==> src/rtl/ysyx_23060221_pkg.sv <==
// Shared definitions for the ysyx_23060221 load/store unit: memop (funct3)
// encodings, the LSU state enum and the alignment helper.
package ysyx_23060221_pkg;

  // funct3 encodings of the RV32 load/store width field
  localparam logic [2:0] LS_B  = 3'b000;
  localparam logic [2:0] LS_H  = 3'b001;
  localparam logic [2:0] LS_W  = 3'b010;
  localparam logic [2:0] LS_BU = 3'b100;
  localparam logic [2:0] LS_HU = 3'b101;

  // LSU control states: idle, bus request outstanding, awaiting response,
  // result presented to write-back
  typedef enum logic [1:0] {
    LSU_IDLE = 2'b00,
    LSU_REQ  = 2'b01,
    LSU_WAIT = 2'b10,
    LSU_DONE = 2'b11
  } LsuState;

  // A halfword must sit on an even byte, a word on a word boundary; bytes
  // can never be misaligned. Unknown widths fall back to word rules.
  function automatic logic isMisaligned(input logic [2:0] memop, input logic [1:0] offset);
    logic misaligned;
    misaligned = 1'b0;
    case (memop)
      LS_B, LS_BU: misaligned = 1'b0;
      LS_H, LS_HU: misaligned = offset[0];
      default:     misaligned = (offset != 2'b00);
    endcase
    return misaligned;
  endfunction

endpackage

==> src/rtl/ysyx_23060221_lsu_align.sv <==
// Byte-lane alignment for the LSU: builds store strobes and lane-replicated
// store data, and extracts/extends load data from the returned bus word.
// Purely combinational; the address offset comes from the captured exres.
module ysyx_23060221_lsu_align
  import ysyx_23060221_pkg::*;
(
  input  logic [2:0]  i_memop,
  input  logic [1:0]  i_offset,
  input  logic [31:0] i_wdata,
  input  logic [31:0] i_rdata,
  output logic [31:0] o_wdata,
  output logic [3:0]  o_wstrb,
  output logic [31:0] o_rdata
);

  logic [15:0] w_half;
  logic [7:0]  w_byte;

  // Store path: replicate the stored byte/halfword into every lane and
  // enable only the lanes addressed; a misaligned halfword keeps the upper
  // pair of lanes, so one byte is lost rather than wrapped
  always_comb begin
    o_wdata = i_wdata;
    o_wstrb = 4'b1111;
    case (i_memop[1:0])
      2'b00: begin
        o_wdata = {4{i_wdata[7:0]}};
        o_wstrb = 4'b0001 << i_offset;
      end
      2'b01: begin
        o_wdata = {2{i_wdata[15:0]}};
        o_wstrb = 4'b0011 << {i_offset[1], 1'b0};
      end
      default: begin
        o_wdata = i_wdata;
        o_wstrb = 4'b1111;
      end
    endcase
  end

  // Load path, step one: low 16 bits of rdata shifted right by 8*offset;
  // offset 3 has only one real byte left, the rest shifts in as zero
  always_comb begin
    w_half = i_rdata[15:0];
    case (i_offset)
      2'd0: w_half = i_rdata[15:0];
      2'd1: w_half = i_rdata[23:8];
      2'd2: w_half = i_rdata[31:16];
      2'd3: w_half = {8'h00, i_rdata[31:24]};
      default: w_half = i_rdata[15:0];
    endcase
    w_byte = w_half[7:0];
  end

  // Load path, step two: sign or zero extension by width; words are not
  // shifted at all, so a misaligned word returns the aligned word as-is
  always_comb begin
    o_rdata = i_rdata;
    case (i_memop)
      LS_B:    o_rdata = {{24{w_byte[7]}}, w_byte};
      LS_BU:   o_rdata = {24'h000000, w_byte};
      LS_H:    o_rdata = {{16{w_half[15]}}, w_half};
      LS_HU:   o_rdata = {16'h0000, w_half};
      default: o_rdata = i_rdata;
    endcase
  end

endmodule

==> src/rtl/ysyx_23060221_lsu.sv <==
// NPC load/store unit. Consumes instructions from the execute stage on a
// valid/ready handshake, performs memory accesses over a req/gnt/rvalid bus
// and hands each result to write-back on a second valid/ready handshake.
// Optional feature macro: YSYX_23060221_LSU_ALIGN_CHECK_EN -- when defined,
// misaligned halfword/word accesses are not issued and report lsu_fault.
module ysyx_23060221_lsu
  import ysyx_23060221_pkg::*;
(
  input  logic        clk,
  input  logic        rst,
  input  logic        EXU_valid,
  output logic        LSU_ready,
  input  logic [31:0] exres,
  input  logic [31:0] wdata,
  input  logic [2:0]  memop,
  input  logic        memren,
  input  logic        memwen,
  output logic        LSU_valid,
  input  logic        WBU_ready,
  output logic [31:0] lsres,
  output logic        lsu_fault,
  output logic        mem_req,
  output logic        mem_we,
  output logic [31:0] mem_addr,
  output logic [31:0] mem_wdata,
  output logic [3:0]  mem_wstrb,
  input  logic        mem_gnt,
  input  logic        mem_rvalid,
  input  logic [31:0] mem_rdata
);

  LsuState     r_state;
  LsuState     w_nextState;
  LsuState     w_acceptState;

  logic [31:0] r_addr;
  logic [31:0] r_wdata;
  logic [2:0]  r_memop;
  logic        r_ren;
  logic        r_wen;
  logic [31:0] r_lsres;
  logic        r_fault;

  logic        w_accept;
  logic        w_isMem;
  logic        w_misaligned;
  logic        w_inReq;
  logic [31:0] w_laneData;
  logic [3:0]  w_laneStrb;
  logic [31:0] w_loadData;

  // A finished result can be retired and replaced in the same cycle, which
  // keeps back-to-back throughput at one instruction per cycle
  assign LSU_ready = (r_state == LSU_IDLE) | ((r_state == LSU_DONE) & WBU_ready);
  assign w_accept  = EXU_valid & LSU_ready;
  assign w_isMem   = memren | memwen;

`ifdef YSYX_23060221_LSU_ALIGN_CHECK_EN
  assign w_misaligned = w_isMem & isMisaligned(memop, exres[1:0]);
`else
  assign w_misaligned = 1'b0;
`endif

  // Faulting accesses skip the bus entirely and complete straight away
  assign w_acceptState = (w_isMem & ~w_misaligned) ? LSU_REQ : LSU_DONE;

  // State register, synchronous reset abandons any bus transaction in flight
  always_ff @(posedge clk) begin
    if (rst) begin
      r_state <= LSU_IDLE;
    end else begin
      r_state <= w_nextState;
    end
  end

  // Next-state logic; gnt is only honoured in REQ and rvalid only in WAIT
  always_comb begin
    w_nextState = r_state;
    case (r_state)
      LSU_IDLE: begin
        if (w_accept) w_nextState = w_acceptState;
      end
      LSU_REQ: begin
        if (mem_gnt) w_nextState = LSU_WAIT;
      end
      LSU_WAIT: begin
        if (mem_rvalid) w_nextState = LSU_DONE;
      end
      LSU_DONE: begin
        if (w_accept) begin
          w_nextState = w_acceptState;
        end else if (WBU_ready) begin
          w_nextState = LSU_IDLE;
        end
      end
      default: w_nextState = LSU_IDLE;
    endcase
  end

  // Instruction capture on accept and result capture on the bus response;
  // stores report their address as the result, like a passthrough op
  always_ff @(posedge clk) begin
    if (rst) begin
      r_addr  <= 32'h0;
      r_wdata <= 32'h0;
      r_memop <= 3'b000;
      r_ren   <= 1'b0;
      r_wen   <= 1'b0;
      r_lsres <= 32'h0;
      r_fault <= 1'b0;
    end else if (w_accept) begin
      r_addr  <= exres;
      r_wdata <= wdata;
      r_memop <= memop;
      r_ren   <= memren;
      r_wen   <= memwen;
      r_lsres <= w_isMem ? 32'h0 : exres;
      r_fault <= w_misaligned;
    end else if ((r_state == LSU_WAIT) && mem_rvalid) begin
      r_lsres <= r_ren ? w_loadData : r_addr;
    end
  end

  ysyx_23060221_lsu_align u_align (
    .i_memop  (r_memop),
    .i_offset (r_addr[1:0]),
    .i_wdata  (r_wdata),
    .i_rdata  (mem_rdata),
    .o_wdata  (w_laneData),
    .o_wstrb  (w_laneStrb),
    .o_rdata  (w_loadData)
  );

  // Bus fields come only from captured registers, so they cannot move
  // while a request is waiting for its grant
  assign w_inReq   = (r_state == LSU_REQ);
  assign mem_req   = w_inReq;
  assign mem_we    = w_inReq & r_wen;
  assign mem_addr  = {r_addr[31:2], 2'b00};
  assign mem_wdata = w_laneData;
  assign mem_wstrb = (w_inReq & r_wen) ? w_laneStrb : 4'b0000;

  assign LSU_valid = (r_state == LSU_DONE);
  assign lsres     = r_lsres;
  assign lsu_fault = r_fault & LSU_valid;

endmodule

==> config.mk <==
export PLATFORM = sky130hd
export DESIGN_NAME = ysyx_23060221_lsu
export DESIGN_NICKNAME = d
export VERILOG_FILES = /design/src/rtl/ysyx_23060221_pkg.sv /design/src/rtl/ysyx_23060221_lsu_align.sv /design/src/rtl/ysyx_23060221_lsu.sv
export SDC_FILE = /design/constraint.sdc
export NUM_CORES = 1
export LEC_CHECK = 0
export BUFFER_PORTS_ARGS = -buffer_cell sky130_fd_sc_hd__buf_2
export CAP_MARGIN = 15
export CORE_ASPECT_RATIO = 2
export CORE_UTILIZATION = 38
export DETAILED_ROUTE_END_ITERATION = 8
export MAX_ROUTING_LAYER = met4
export PLACE_DENSITY = 0.66
export SLEW_MARGIN = 5
export SYNTH_ARGS = -nofsm -noshare
export SYNTH_HDL_FRONTEND = slang
export SYNTH_SLANG_ARGS = --single-unit
export TNS_END_PERCENT = 100
==> constraint.sdc <==
create_clock -name clk -period 2.37 [get_ports clk]
set_clock_uncertainty 0.2 [all_clocks]
set_input_delay 0.474 -clock clk [delete_from_list [all_inputs] [get_ports clk]]
set_output_delay 0.474 -clock clk [all_outputs]
set_load 0.03 [all_outputs]
* Word level (Yosys, flattened, before mapping)
Index checks and enable logic that the tools add are counted.
** Storage, ports and cells
- RAM bits :: 0
- Bits in read-only memories :: 0
- Bits of input ports :: 107
- Bits in latches :: 0
- Output and inout port bits :: 105
- Logic and storage cells :: 51
- Flip-flop bits (word level) :: 103
- Memories :: 0
** Operators by class
- Divide/modulo/power cells :: 0
- Bitwise gates (word level) :: 5
- Multiply operators :: 0
- Shifts and indexed selects :: 2
- Mux-type cells :: 16
- $add $sub $neg :: 0
- Reductions and logical operators :: 7
- Equal/unequal tests :: 14
- $lt $le $gt $ge :: 0
** Operators with widths (number)
- $mux 32 :: 4
- $pmux 32 s4 :: 1
- $pmux 16 s4 :: 1
- $pmux 32 s2 :: 1
- $mux 2 :: 6
- $eq 2x2->1 const B :: 4
- $pmux 2 s4 :: 1
- $pmux 4 s2 :: 1
- $eq 2x1->1 const B :: 3
- $eq 3x3->1 const B :: 2
- $logic_not 2->1 :: 3
- $ne 2x2->1 const B :: 3
- $mux 4 :: 1
- $reduce_and 4->1 :: 1
- $shl 1x2->4 const A :: 1
- $shl 2x2->4 const A :: 1
- $and 1x1->1 :: 3
- $eq 3x1->1 const B :: 1
- $logic_not 3->1 :: 1
- $ne 3x1->1 const B :: 1
- $or 1x1->1 :: 2
- $reduce_bool 2->1 :: 1
- $logic_and 1x1->1 :: 1

* Logic depth before layout (Yosys ltp)
- Depth in word-level cells :: 6
- Mapped depth :: 8
- Mapped depth without buffers :: 4

* Hierarchy
From an unflattened synthesis, not the netlist that was laid out.
** Unflattened totals
- Cell total of the unflattened synthesis :: 819
- Area total of the unflattened synthesis :: 6621.4 um^2
** Modules (own cells, without submodules)
- ysyx_23060221_lsu :: instances 1, seq. area each 2062.0 um^2, area an instance 5317.6 um^2, cells each 609
- ysyx_23060221_lsu_align :: instances 1, seq. area each 0.0 um^2, area an instance 1303.8 um^2, cells each 210

* Worst setup path before layout
No wires, ideal clock.
- Path type :: reg-to-output
- From :: register r_addr[1]
- To :: output port mem_wstrb[3]
- Buffers on the path :: 4
- Path slack :: -180 ps
- Data arrival time :: 1876 ps
- Required time :: 1696 ps
- Cell stages (with the launch flop) :: 7
- Cells stage by stage :: dfxtp_1 > clkbuf_1 > buf_2 > buf_2 > clkbuf_1 > o21ai_0 > a21oi_1
** On the way
- Longest elaborated chain between the ends :: 3
- Elaborated cells on any way between the ends :: 4
- Classes of those cells :: 2 x shift; 2 x mux
** Ends and longest elaborated chain
- start, declared :: line ysyx_23060221_lsu.sv:36 : logic [31:0] r_addr;
- start signal, assigned :: line ysyx_23060221_lsu.sv:112 : r_addr <= exres;
- $shl 2x2->4 / $shl 1x2->4 (equally long branches) :: line ysyx_23060221_lsu_align.sv:32, ysyx_23060221_lsu_align.sv:28
- $pmux 4 s2 * :: line ysyx_23060221_lsu_align.sv:25 : case (i_memop[1:0])
- $mux 4 * :: line ysyx_23060221_lsu.sv:141 : assign mem_wstrb = (w_inReq & r_wen) ? w_laneStrb : 4'b0000;
- end, declared :: line ysyx_23060221_lsu.sv:26 : output logic [3:0] mem_wstrb,
Mark *: on every way between the ends. The rest lies on a longest branch, timed or not.

* Final worst setup path
- From :: register r_memop[0]
- To :: output port mem_wdata[10]
** On the way
- Longest elaborated chain between the ends :: 2
- Elaborated cells on any way between the ends :: 3
- Classes of those cells :: 1 x eq/ne; 1 x mux; 1 x reduce/logical
** Ends and longest elaborated chain
- start, declared :: line ysyx_23060221_lsu.sv:38 : logic [2:0] r_memop;
- start signal, assigned :: line ysyx_23060221_lsu.sv:114 : r_memop <= memop;
- $eq 2x1->1 / $logic_not 2->1 (equally long branches) :: line ysyx_23060221_lsu_align.sv:25
- $pmux 32 s2 * :: line ysyx_23060221_lsu_align.sv:25
- end, declared :: line ysyx_23060221_lsu.sv:25 : output logic [31:0] mem_wdata,
Marks and branches as above.

==> results.md <==
* DRC Markers at 0
* Post-synth ARST share at 0%
* Max Fclk at 433.0 MHz
* Worst path max stage delay at roughly 0.40 ns
* Kind of cell adding the most delay to the critical path: multiplexers
* Drt total wl at 19.82 mm
* Max-cap violation count at 0
* Total CTS buffers at 9
* PwrDens at 761.2 nW/um^2
* Port Buf Inserts at 208
* Startpoint types: register
* CTS max path bufs at 2
* First-pass GRT wire length at 29.30 mm
* Cell taking the most area after synthesis: dfxtp_1
* Synth top area cells: dfxtp_1, nand2_1, a21oi_1
* Htree depth at 3
* Horiz. Die Dim at 89.55 um
* DP Wirelength at 14.89 mm
* Max VDD drop at 0.0004166 V
* Share of layout cells above drive strength 1 at approximately 34%
* Clk Latency, worst-skew pair at 0.35 ns
* Unique cell type count in the Yosys netlist at 49
* Most frequent cells in the layout: buf_2, nand2_1, dfxtp_1
* Setup violations, final at 0
* Via count at 6011
* Nets@finish at around 1000
* Initial Utilization at 39.10%
* Fillers at 1489
* # rows at 63
* Post-layout instance count excluding filler cells at about 1100
* Worst setup margin at between 0.06 and 0.07 ns
* Worst Path Required at 1.70 ns
* Core ar. at 14900 um^2
* Top_reg_cell synth: dfxtp_1
* Number of enable flip-flop cells after synthesis at 0
* Die Height at 177.1 um
* Drt pass-1 iters at 5
* Pre-CTS setup slack at approximately 0.093 ns
* Seq cells post-synth at between 100 and 150
* Num ports at between 200 and 250
* DR vias/cell at 5.540
* Actual slew at the worst max-slew pin at 0.8825 ns
* Vias in the first global route at 5599
* Total GRT Usage at about a quarter
* Worst Path Buf+Inv at 1
* Fin. Hold Viols at 0
* Post_cts resized at 3
* Synthesis Warnings at 0
* Slew headroom at about two fifths
* Setup TNS at 0 ns
* Hold WS at 0.1549 ns
* Synth top area share at 35.40%
* Clk root buf: clkbuf_16
* Post-synthesis cell count at 729
* TritonCTS clock tree: yes
* Finished Cell Area at 7227 um^2
* Clk slew on worst S/H paths at around 0.080 ns
* Pin count of the biggest net entering global routing at 60
* Dpl cells at 1064
* Synthesized area at ~5800 um^2
* Placer Congestion at 0.9382
* LEAKAGE at 3.088 nW
* Syn Area/Cell at 7.991 um^2
* Placed Instance Area at 6900 um^2
* Register area share after synthesis at 35.40%
* Routed Antenna Nets at 0
* Setup CP Type: reg2out
* Initial antenna violation count at 5
* CTS Hold Buffers Added at 0
* Synthesis-to-layout area growth at 24.05%
* Total die area at 15860 um^2
* Slew Limit Fails at 0
* Initial drt markers at 322
* Post-CTS Setup Inserts at 0
* Final worst path period need at 2.309 ns
* RSZ-0062 raised after global routing: false
* Crit. End Element: primary output
* Fin crit share at 97.44%
* Outcome: completed
* Total overflow reported by the global router at 0
* WL/cell at 18.27 um
* Hold Path Class: in2reg
* Commonest non-fill, non-tap cell in the layout: buf_2
* Crit path max fanout at 8
* Sink Count at 103
* CP Cell Sequence: nor2_2 > mux2_2 > buf_2
* Slowest CP cell: mux2_2
* CP arrival at 1.64 ns
[state kept, by name, summed over array words and instances, names as in the netlist]
name     flops
r_memop      3
r_state      2
r_addr      32
r_wdata     32
r_ren        1
lsres       32
r_wen        1
[per-stage QoR]
step / util (%) / power, mW
2_1_floorplan: - / 3.439
3_3_place_gp: 46.32 / 4.003
3_5_place_dp: 46.32 / 4.016
4_1_cts: 48.37 / 5.526
5_1_grt: 48.51 / 5.750
6_report: 48.51 / 5.501
[Yosys cell counts, types with 16 or more instances]
cell type,instances
o21ai_0,33
nor2_1,28
mux2_2,18
clkbuf_1,38
nand2b_1,17
a22oi_1,16
a21oi_1,85
a221oi_1,19
buf_4,43
dfxtp_1,103
nand2_1,153
a2bb2oi_1,28
[path summary, 6_finish.rpt]
check | startpoint | endpoint | slack, ns | cells after the start
setup reg to reg | r_state[0] | lsres[18] | 0.19 | 6
setup / recovery | r_memop[0] | mem_wdata[10] | 0.06 | 3
hold reg to reg | r_wdata[18] | r_wdata[18] | 0.26 | 2
hold / removal | memop[1] | r_memop[1] | 0.15 | 3
[worst register-to-register path: stages (launching register included)]
cell	delay, ns
dfxtp_2	0.35
buf_4	0.16
or2_1	0.25
a2111oi_4	0.40
buf_12	0.25
a22oi_1	0.15
a221oi_1	0.31
[cells by family (layout without fill, tap and decap cells)]
| group | count (synthesis) | count (layout) | synth area share [%] |
|---|---|---|---|
| multiplexers | 32 | 32 | 5.885 |
| flip-flops | 103 | 103 | 35.40 |
| AND/OR/NAND/NOR | 227 | 227 | 16.88 |
| buffers and inverters | 122 | 276 | 11.53 |
| AO/OA/AOI/OAI | 244 | 244 | 30.24 |
| other | 1 | 8 | 0.06437 |
[report_power, final]
part / total (mW) / switching (mW) / internal, mW
clock: 1.51 / 0.738 / 0.775
combinational: 1.92 / 1.22 / 0.700
sequential: 2.07 / 0.148 / 1.93
[final cells by class]
cell class / instances / area (um^2) / area share, %
antenna: 5 / 12.51 / 0.1731
tap: 195 / 244.0 / 3.376
sequential: 103 / 2064 / 28.57
timing repair buffer: 245 / 1425 / 19.72
clock buffer: 10 / 239.0 / 3.307
inverter: 15 / 56.30 / 0.7791
multi-input combinational: 506 / 3126 / 43.25
clock inverter: 6 / 60.06 / 0.8310
[metal layers]
layer  track usage [%]  up-vias  share of wire (%)
li1                  -     2886                  -
met1             26.18     2796                 36
met2             42.93      257                 52
met3             4.757       72                5.8
met4             15.21        0                5.9
met5                 -        -                  0
No activity file was read; power rests on OpenSTA's default activity.
